$ cat config.mk
export PLATFORM = sky130hd
export DESIGN_NAME = noc_output_arbiter
export DESIGN_NICKNAME = d
export VERILOG_FILES = /design/src/rtl/noc_output_arbiter.sv
export SDC_FILE = /design/constraint.sdc
export NUM_CORES = 1
export LEC_CHECK = 0
export ABC_CLOCK_PERIOD_IN_PS = 1400
export BUFFER_PORTS_ARGS = -buffer_cell sky130_fd_sc_hd__buf_4
export CORE_ASPECT_RATIO = 1.25
export CORE_MARGIN = 2
export CORE_UTILIZATION = 44
export DETAILED_ROUTE_END_ITERATION = 16
export PLACE_DENSITY = 0.72
export SLEW_MARGIN = 20
export SYNTH_ARGS = -nofsm -noshare
export SYNTH_HDL_FRONTEND = slang
export SYNTH_SLANG_ARGS = --single-unit
export TNS_END_PERCENT = 10
$ cat constraint.sdc
create_clock -name clk -period 1.4 [get_ports clk]
set_input_delay 0.07 -clock clk [delete_from_list [all_inputs] [get_ports clk]]
set_output_delay 0.07 -clock clk [all_outputs]
set_load 0.005 [all_outputs]
$ cat src/rtl/noc_output_arbiter.sv
// Round-robin wormhole arbiter for one router output port.
// Optional stall watchdog enabled by defining ARB_WATCHDOG_EN.
module noc_output_arbiter #(
  parameter int NUM_IN  = 5,
  parameter int SEL_W   = 3,
  parameter int TIMEOUT = 16
) (
  input  logic              clk,
  input  logic              rst,
  input  logic [NUM_IN-1:0] req,
  input  logic [NUM_IN-1:0] tail,
  input  logic              out_ready,
  output logic [NUM_IN-1:0] grant,
  output logic [SEL_W-1:0]  xbar_sel,
  output logic              fire,
  output logic              watchdog_err
);

  typedef enum logic {
    IDLE,
    BUSY
  } state_t;

  state_t state;
  state_t state_nxt;

  logic [NUM_IN-1:0] grant_nxt;
  logic [SEL_W-1:0]  sel_nxt;
  logic [SEL_W-1:0]  rr_ptr;
  logic [SEL_W-1:0]  ptr_nxt;
  logic [SEL_W-1:0]  ptr_inc;
  logic [SEL_W-1:0]  pick;
  logic [SEL_W-1:0]  pick_hi;
  logic [SEL_W-1:0]  pick_lo;
  logic              pick_hi_v;
  logic              tail_g;
  logic              release_g;
  logic              wd_hit;

  if (SEL_W < $clog2(NUM_IN)) begin : g_bad_sel
    $error("SEL_W too narrow for NUM_IN");
  end

  if (TIMEOUT < 1 || TIMEOUT > 256) begin : g_bad_timeout
    $error("TIMEOUT must fit the 8-bit stall counter");
  end

  assign fire    = (|(grant & req)) & out_ready;
  assign tail_g  = |(grant & tail);
  assign ptr_inc = (xbar_sel == SEL_W'(NUM_IN - 1))
                 ? '0
                 : xbar_sel + SEL_W'(1);

  // Lowest requester at or above rr_ptr wins, else lowest overall.
  always_comb begin
    pick_hi   = '0;
    pick_lo   = '0;
    pick_hi_v = 1'b0;
    for (int i = NUM_IN - 1; i >= 0; i--) begin
      if (req[i]) begin
        pick_lo = SEL_W'(i);
        if (SEL_W'(i) >= rr_ptr) begin
          pick_hi   = SEL_W'(i);
          pick_hi_v = 1'b1;
        end
      end
    end
    pick = pick_hi_v ? pick_hi : pick_lo;
  end

  always_ff @(posedge clk) begin
    if (rst) begin
      state    <= IDLE;
      grant    <= '0;
      xbar_sel <= '0;
      rr_ptr   <= '0;
    end else begin
      state    <= state_nxt;
      grant    <= grant_nxt;
      xbar_sel <= sel_nxt;
      rr_ptr   <= ptr_nxt;
    end
  end

  always_comb begin
    state_nxt = state;
    grant_nxt = grant;
    sel_nxt   = xbar_sel;
    ptr_nxt   = rr_ptr;
    release_g = 1'b0;
    unique case (state)
      IDLE: begin
        if (|req) begin
          grant_nxt = NUM_IN'(1) << pick;
          sel_nxt   = pick;
          state_nxt = BUSY;
        end
      end
      BUSY: begin
        // Wormhole lock: only a tail transfer or the watchdog frees it.
        release_g = (fire & tail_g) | wd_hit;
        if (release_g) begin
          grant_nxt = '0;
          sel_nxt   = '0;
          ptr_nxt   = ptr_inc;
          state_nxt = IDLE;
        end
      end
    endcase
  end

`ifdef ARB_WATCHDOG_EN
  logic [7:0] wd_cnt;

  assign wd_hit = (state == BUSY) && !fire
               && (wd_cnt == 8'(TIMEOUT - 1));

  always_ff @(posedge clk) begin
    if (rst) begin
      wd_cnt       <= '0;
      watchdog_err <= 1'b0;
    end else begin
      watchdog_err <= wd_hit;
      if (state != BUSY || fire || wd_hit) begin
        wd_cnt <= '0;
      end else begin
        wd_cnt <= wd_cnt + 8'd1;
      end
    end
  end
`else
  assign wd_hit       = 1'b0;
  assign watchdog_err = 1'b0;
`endif

  a_onehot: assert property (
    @(posedge clk) disable iff (rst)
    $onehot0(grant)
  );

  a_sel: assert property (
    @(posedge clk) disable iff (rst)
    (grant != '0) |-> (grant == (NUM_IN'(1) << xbar_sel))
  );

  a_idle: assert property (
    @(posedge clk) disable iff (rst)
    (state == IDLE) |-> (grant == '0 && xbar_sel == '0)
  );

endmodule
Word level (Yosys, flattened, before mapping). Index checks and enable logic that the tools add are counted.

Reduce and logical (&&, ||, !) cells: 5. Mux-type cells: 36. Multipliers: 0. Shift operators: 1. $add $sub $neg: 1. Bitwise logic cells: 5. Equal/unequal tests: 3. $lt $le $gt $ge: 5. Divide/modulo/power cells: 0.

Operators by type and width (number): two-way mux 3 bit (19); OR reduction 5 bit (3); two-way mux 1 bit (12); AND 5 bit (2); two-way mux 5 bit (2); case mux 5 bit (2 select lines) (1); >= comparator 1 x 3 -> 1 bit (first input constant) (2); >= comparator 2 x 3 -> 1 bit (first input constant) (2); case mux 3 bit (2 select lines) (1); left shift 1 x 3 -> 5 bit (first input constant) (1); AND reduction 2 bit (2); adder 3 x 1 -> 3 bit (second input constant) (1); == test 3 bit (second input constant) (1); >= comparator 3 bit (first input constant) (1); AND 1 bit (2); != test 2 x 1 -> 1 bit (second input constant) (1); != test 2 bit (second input constant) (1); case mux 1 bit (2 select lines) (1); NOT 1 bit (1).

Bits in latches: 0. Input port bits: 13. ROM bits: 0. Memories kept: 0. Bits in writable memories: 0. Output and inout port bits: 10. Logic and storage cells: 60. Register bits after elaboration: 12.

Logic depth before layout (Yosys ltp).
Word-level depth: 15. Depth in mapped cells: 6. Depth with buffers taken out: 6.

Worst setup path before layout. No wires, ideal clock.

Path kind: reg-to-reg. From: register rr_ptr[1]. To: register grant[2]. Arrival: 1.358 ns. Clock period less this slack: 1.422 ns. Data required time: 1.336 ns. Path slack: -0.022 ns. Library setup time: 0.064 ns. Cell stages (with the launch flop): 7. Buffers on the path: 1. Cells stage by stage: dfxtp_1 -> buf_4 -> o21ai_2 -> a2111oi_0 -> o211ai_1 -> o32a_1 -> nor2_1.

Word-level cells in the longest chain between the ends: 15. Elaborated cells on any way between the ends: 29. Classes of those cells: order compare: 5; shift: 1; mux: 23.

Ends and longest elaborated chain: start: declaration (RTL line 29) `logic [SEL_W-1:0] rr_ptr;`; start signal: assignment (RTL line 81) `rr_ptr <= ptr_nxt;`; >= comparator 3 bit (RTL line 62) `if (SEL_W'(i) >= rr_ptr) begin`; two-way mux 1 bit / two-way mux 3 bit (equally long branches) (RTL line 62); two-way mux 1 bit / two-way mux 3 bit (equally long branches) (RTL line 60) `if (req[i]) begin`; two-way mux 1 bit / two-way mux 3 bit (equally long branches) (RTL line 62); two-way mux 1 bit / two-way mux 3 bit (equally long branches) (RTL line 60); two-way mux 1 bit / two-way mux 3 bit (equally long branches) (RTL line 62); two-way mux 1 bit / two-way mux 3 bit (equally long branches) (RTL line 60); two-way mux 1 bit / two-way mux 3 bit (equally long branches) (RTL line 62); two-way mux 1 bit / two-way mux 3 bit (equally long branches) (RTL line 60); two-way mux 1 bit / two-way mux 3 bit (equally long branches) (RTL line 62); two-way mux 1 bit / two-way mux 3 bit (equally long branches) (RTL line 60); two-way mux 3 bit * (RTL line 68) `pick = pick_hi_v ? pick_hi : pick_lo;`; left shift 1 x 3 -> 5 bit * (RTL line 94) `grant_nxt = NUM_IN'(1) << pick;`; two-way mux 5 bit * (RTL line 93) `if (|req) begin`; case mux 5 bit (2 select lines) * (RTL line 91) `unique case (state)`; end signal: assignment (RTL line 79) `grant <= grant_nxt;`; end: declaration (RTL line 13) `output logic [NUM_IN-1:0] grant,`.

Mark *: on every way between the ends. The rest lies on a longest branch, timed or not. The select of a mux whose other input is x is not followed. A chain may end at the register's enable or synchronous reset.

Final worst setup path.
From: register grant[4]. To: output fire.

Word-level cells in the longest chain between the ends: 3.

Ends and longest elaborated chain: AND 5 bit (RTL line 48) `assign fire = (|(grant & req)) & out_ready;`; OR reduction 5 bit (RTL line 48); AND 1 bit (RTL line 48); end: declaration (RTL line 15) `output logic fire,`.

No other way between the ends.

==> results_dict.tcl <==
set metrics [dict create \
    layout.nets 150 \
    async_reset_ff_frac 0 \
    vias 866 \
    grt.total_usage 0.2332 \
    worst-setup-path-type "reg2out" \
    netlist_instances 96 \
    rsz0062_at_grt "true" \
    routabilityCongestion 0.8673 \
    hold_class "in2reg" \
    ctsHtreeMaxLevel 1 \
    final_cells 152 \
    cp_cell_sequence "a222oi_1, a21boi_2, buf_4, buf_6" \
    syn2layout_area_growth_pct 48.21 \
    cp_top_family "compound AO/OA/AOI/OAI gates" \
    die_area_um2 2182 \
    p_sw_frac 0.2816 \
    period_share 1.047 \
    p_sw_w 0.0002145 \
    synth-seq-cells 12 \
    core_area_um2 1744 \
    setup_viol 3 \
    maxSlewViolCount 0 \
    clockBufferDepth 2 \
    yosys_warnings 0 \
    synth_cell_type_count 37 \
    tritoncts "yes" \
    numCtsBuffers 3 \
    syn_area_per_cell_um2 8.354 \
    path_max_fanout 4 \
    wl_um 2308 \
    multi_input_area_um2 551.8 \
    antennaDiodeCount 0 \
    yosysTopAreaCell "dfxtp_1" \
    hold_viol 0 \
    timing.critical_path.slowest_cell_delay_ns 0.36 \
    required_ns 1.33 \
    place_inst 147 \
    grt_max_degree 13 \
    grt_pass1_vias 883 \
    skew_ns 0.004572 \
    start_util 0.4598 \
    drive_gt1_frac 0.5038 \
    regArea_um2 251.5 \
    syn_area_um2 802.0 \
    startpoint_type "flip-flop" \
    setup_ws_ns -0.06557 \
    violations "negative setup slack" \
    pre_cts_ws_ns -0.1989 \
    synth.area.top_cells "dfxtp_1, a21oi_1, nor2_1" \
    wl_per_cell_um 15.18 \
    rows 17 \
    place_area_um2 1087 \
    dpl.hpwl_um 1762 \
    cp_slowest_cell "a222oi_1" \
    clk_pin_slew_ns 0.07 \
    firstDrtPassIters 4 \
    ant_nets 0 \
    die_h_um 51.74 \
    ys_seq_area_frac 0.2995 \
    root_buffer "clkbuf_4" \
    fmax_mhz 682.3 \
    p_int_w 0.0005472 \
    synth_ff_type "dfxtp_1" \
    clock-sinks 12 \
    grt-ovfl-total 0 \
    total_leakage_power_nw 0.5237 \
    end_kind "output pin" \
    synth_edf_count 0 \
    ys_top_cells_by_count "dfxtp_1, a21oi_1, nor2_1" \
    seq_power_share 0.471 \
    dr.first_iter.drc_count 30 \
    fin_crit_ns 1.466 \
    status "complete, but fails checks" \
    fin_tns_setup_ns -0.1316 \
    fill_cells 148 \
    io_pins 23 \
    critPathArrivalTime_ns 1.40 \
    yosysMostFrequentCell "dfxtp_1" \
    antenna_found_initial 0 \
    p_total_w 0.0007617 \
    p_comb_frac 0.252 \
    die_width_um 42.19 \
    clock_latency_ns 0.27 \
    grt_pass1_wl_um 3788 \
    syn_nets 111 \
    port_buffers 21 \
    design_area_um2 1189 \
    ir_drop_mv 0.4536 \
    critPathBufInv 2 \
    route.detailed.vias_per_inst 5.697 \
    max-cap-violations 0 \
    drc 0 \
    p_per_area_nw_per_um2 640.8 \
    clockPowerShare 0.278 \
    synth_top_cell_area_share 0.2995 \
]
[power groups by stage]
stage          clock network [W]  logic [W]  registers (W)
3_5_place_dp                   0   0.000170       0.000371
2_1_floorplan                  0  0.0000838       0.000371
4_1_cts                 0.000218   0.000186       0.000359
6_report                0.000211   0.000192       0.000359
3_3_place_gp                   0   0.000166       0.000370
5_1_grt                 0.000228   0.000208       0.000360
[worst register-to-register path, delay by kind of cell, from the launching register on]
kind / cells / cell delay [ns]
simple gates: 1 / 0.08
flops: 1 / 0.34
compound gates: 4 / 0.96
[final timing paths]
| check | start | end | slack [ns] | cells after the start |
|---|---|---|---|---|
| min | rst | grant[4] | 0.05 | 2 |
| max | grant[4] | fire | -0.07 | 4 |
| min reg2reg | rr_ptr[0] | rr_ptr[0] | 0.50 | 2 |
| max reg2reg | grant[4] | grant[2] | -0.04 | 5 |
[per-stage QoR]
stage	utilization	hold slack (ns)
after CTS	0.6693	0.04196
after global placement	0.6234	0.3417
after floorplan	-	0.1845
final	0.6815	0.05008
after detailed placement	0.6234	0.3395
after global routing	0.6815	0.04876
[metal layers]
metal  wire length (um)  part of all wire  up-vias  track usage
li1                   -                 -      430            -
met1                919              0.40      411       0.2484
met2               1238              0.54       17       0.4205
met3                 76             0.033        8      0.04514
met4                 74             0.032        0       0.1406
met5                  0                 0        -            0
[final cells by class]
type	instances	area share
inverter	8	0.02526
tap	19	0.02000
timing repair buffer	39	0.2600
multi-input combinational	71	0.4642
sequential	12	0.2116
clock buffer	3	0.01895
[flip-flops by register name, indices dropped and copies added (netlist names)]
register,cells
grant,5
rr_ptr,3
xbar_sel,3
state,1
[timing repair]
action                                  CTS  global route
hold buffers                              0             0
hold endpoints to repair                  0             0
gates resized for setup                  14             5
setup buffers                             2             0
gates cloned                              0             0
pin swaps                                 6             6
endpoints found under the setup margin   11            13
[kinds of logic (layout without fill, tap and decap cells)]
logic type	count (synthesis)	after routing	share of synthesized area
AO/OA/AOI/OAI	35	35	0.3385
adder cells (fa/ha/maj)	2	2	0.03120
buffers and inverters	13	50	0.08112
flip-flops	12	12	0.2995
multiplexers	3	3	0.03744
other	1	1	0.004676
AND/OR/NAND/NOR	30	30	0.2075
[cells in the final DEF, fill, tap and decap left out, types with 2 or more instances in the layout]
cell type	netlist	final
a211o_1	2	2
a211oi_2	2	2
a21oi_1	10	8
a21oi_2	0	2
a222oi_1	2	2
a22oi_1	2	2
buf_4	4	37
clkbuf_4	0	3
dfxtp_1	12	7
dfxtp_2	0	3
dfxtp_4	0	2
ha_1	2	2
inv_1	8	8
mux2i_1	3	3
nand2_1	3	3
nand2b_1	4	3
nand3_1	5	5
nor2_1	9	9
nor3_1	4	3
o211ai_1	2	2
o21ai_2	1	2
(Power assumes the default switching activity.)
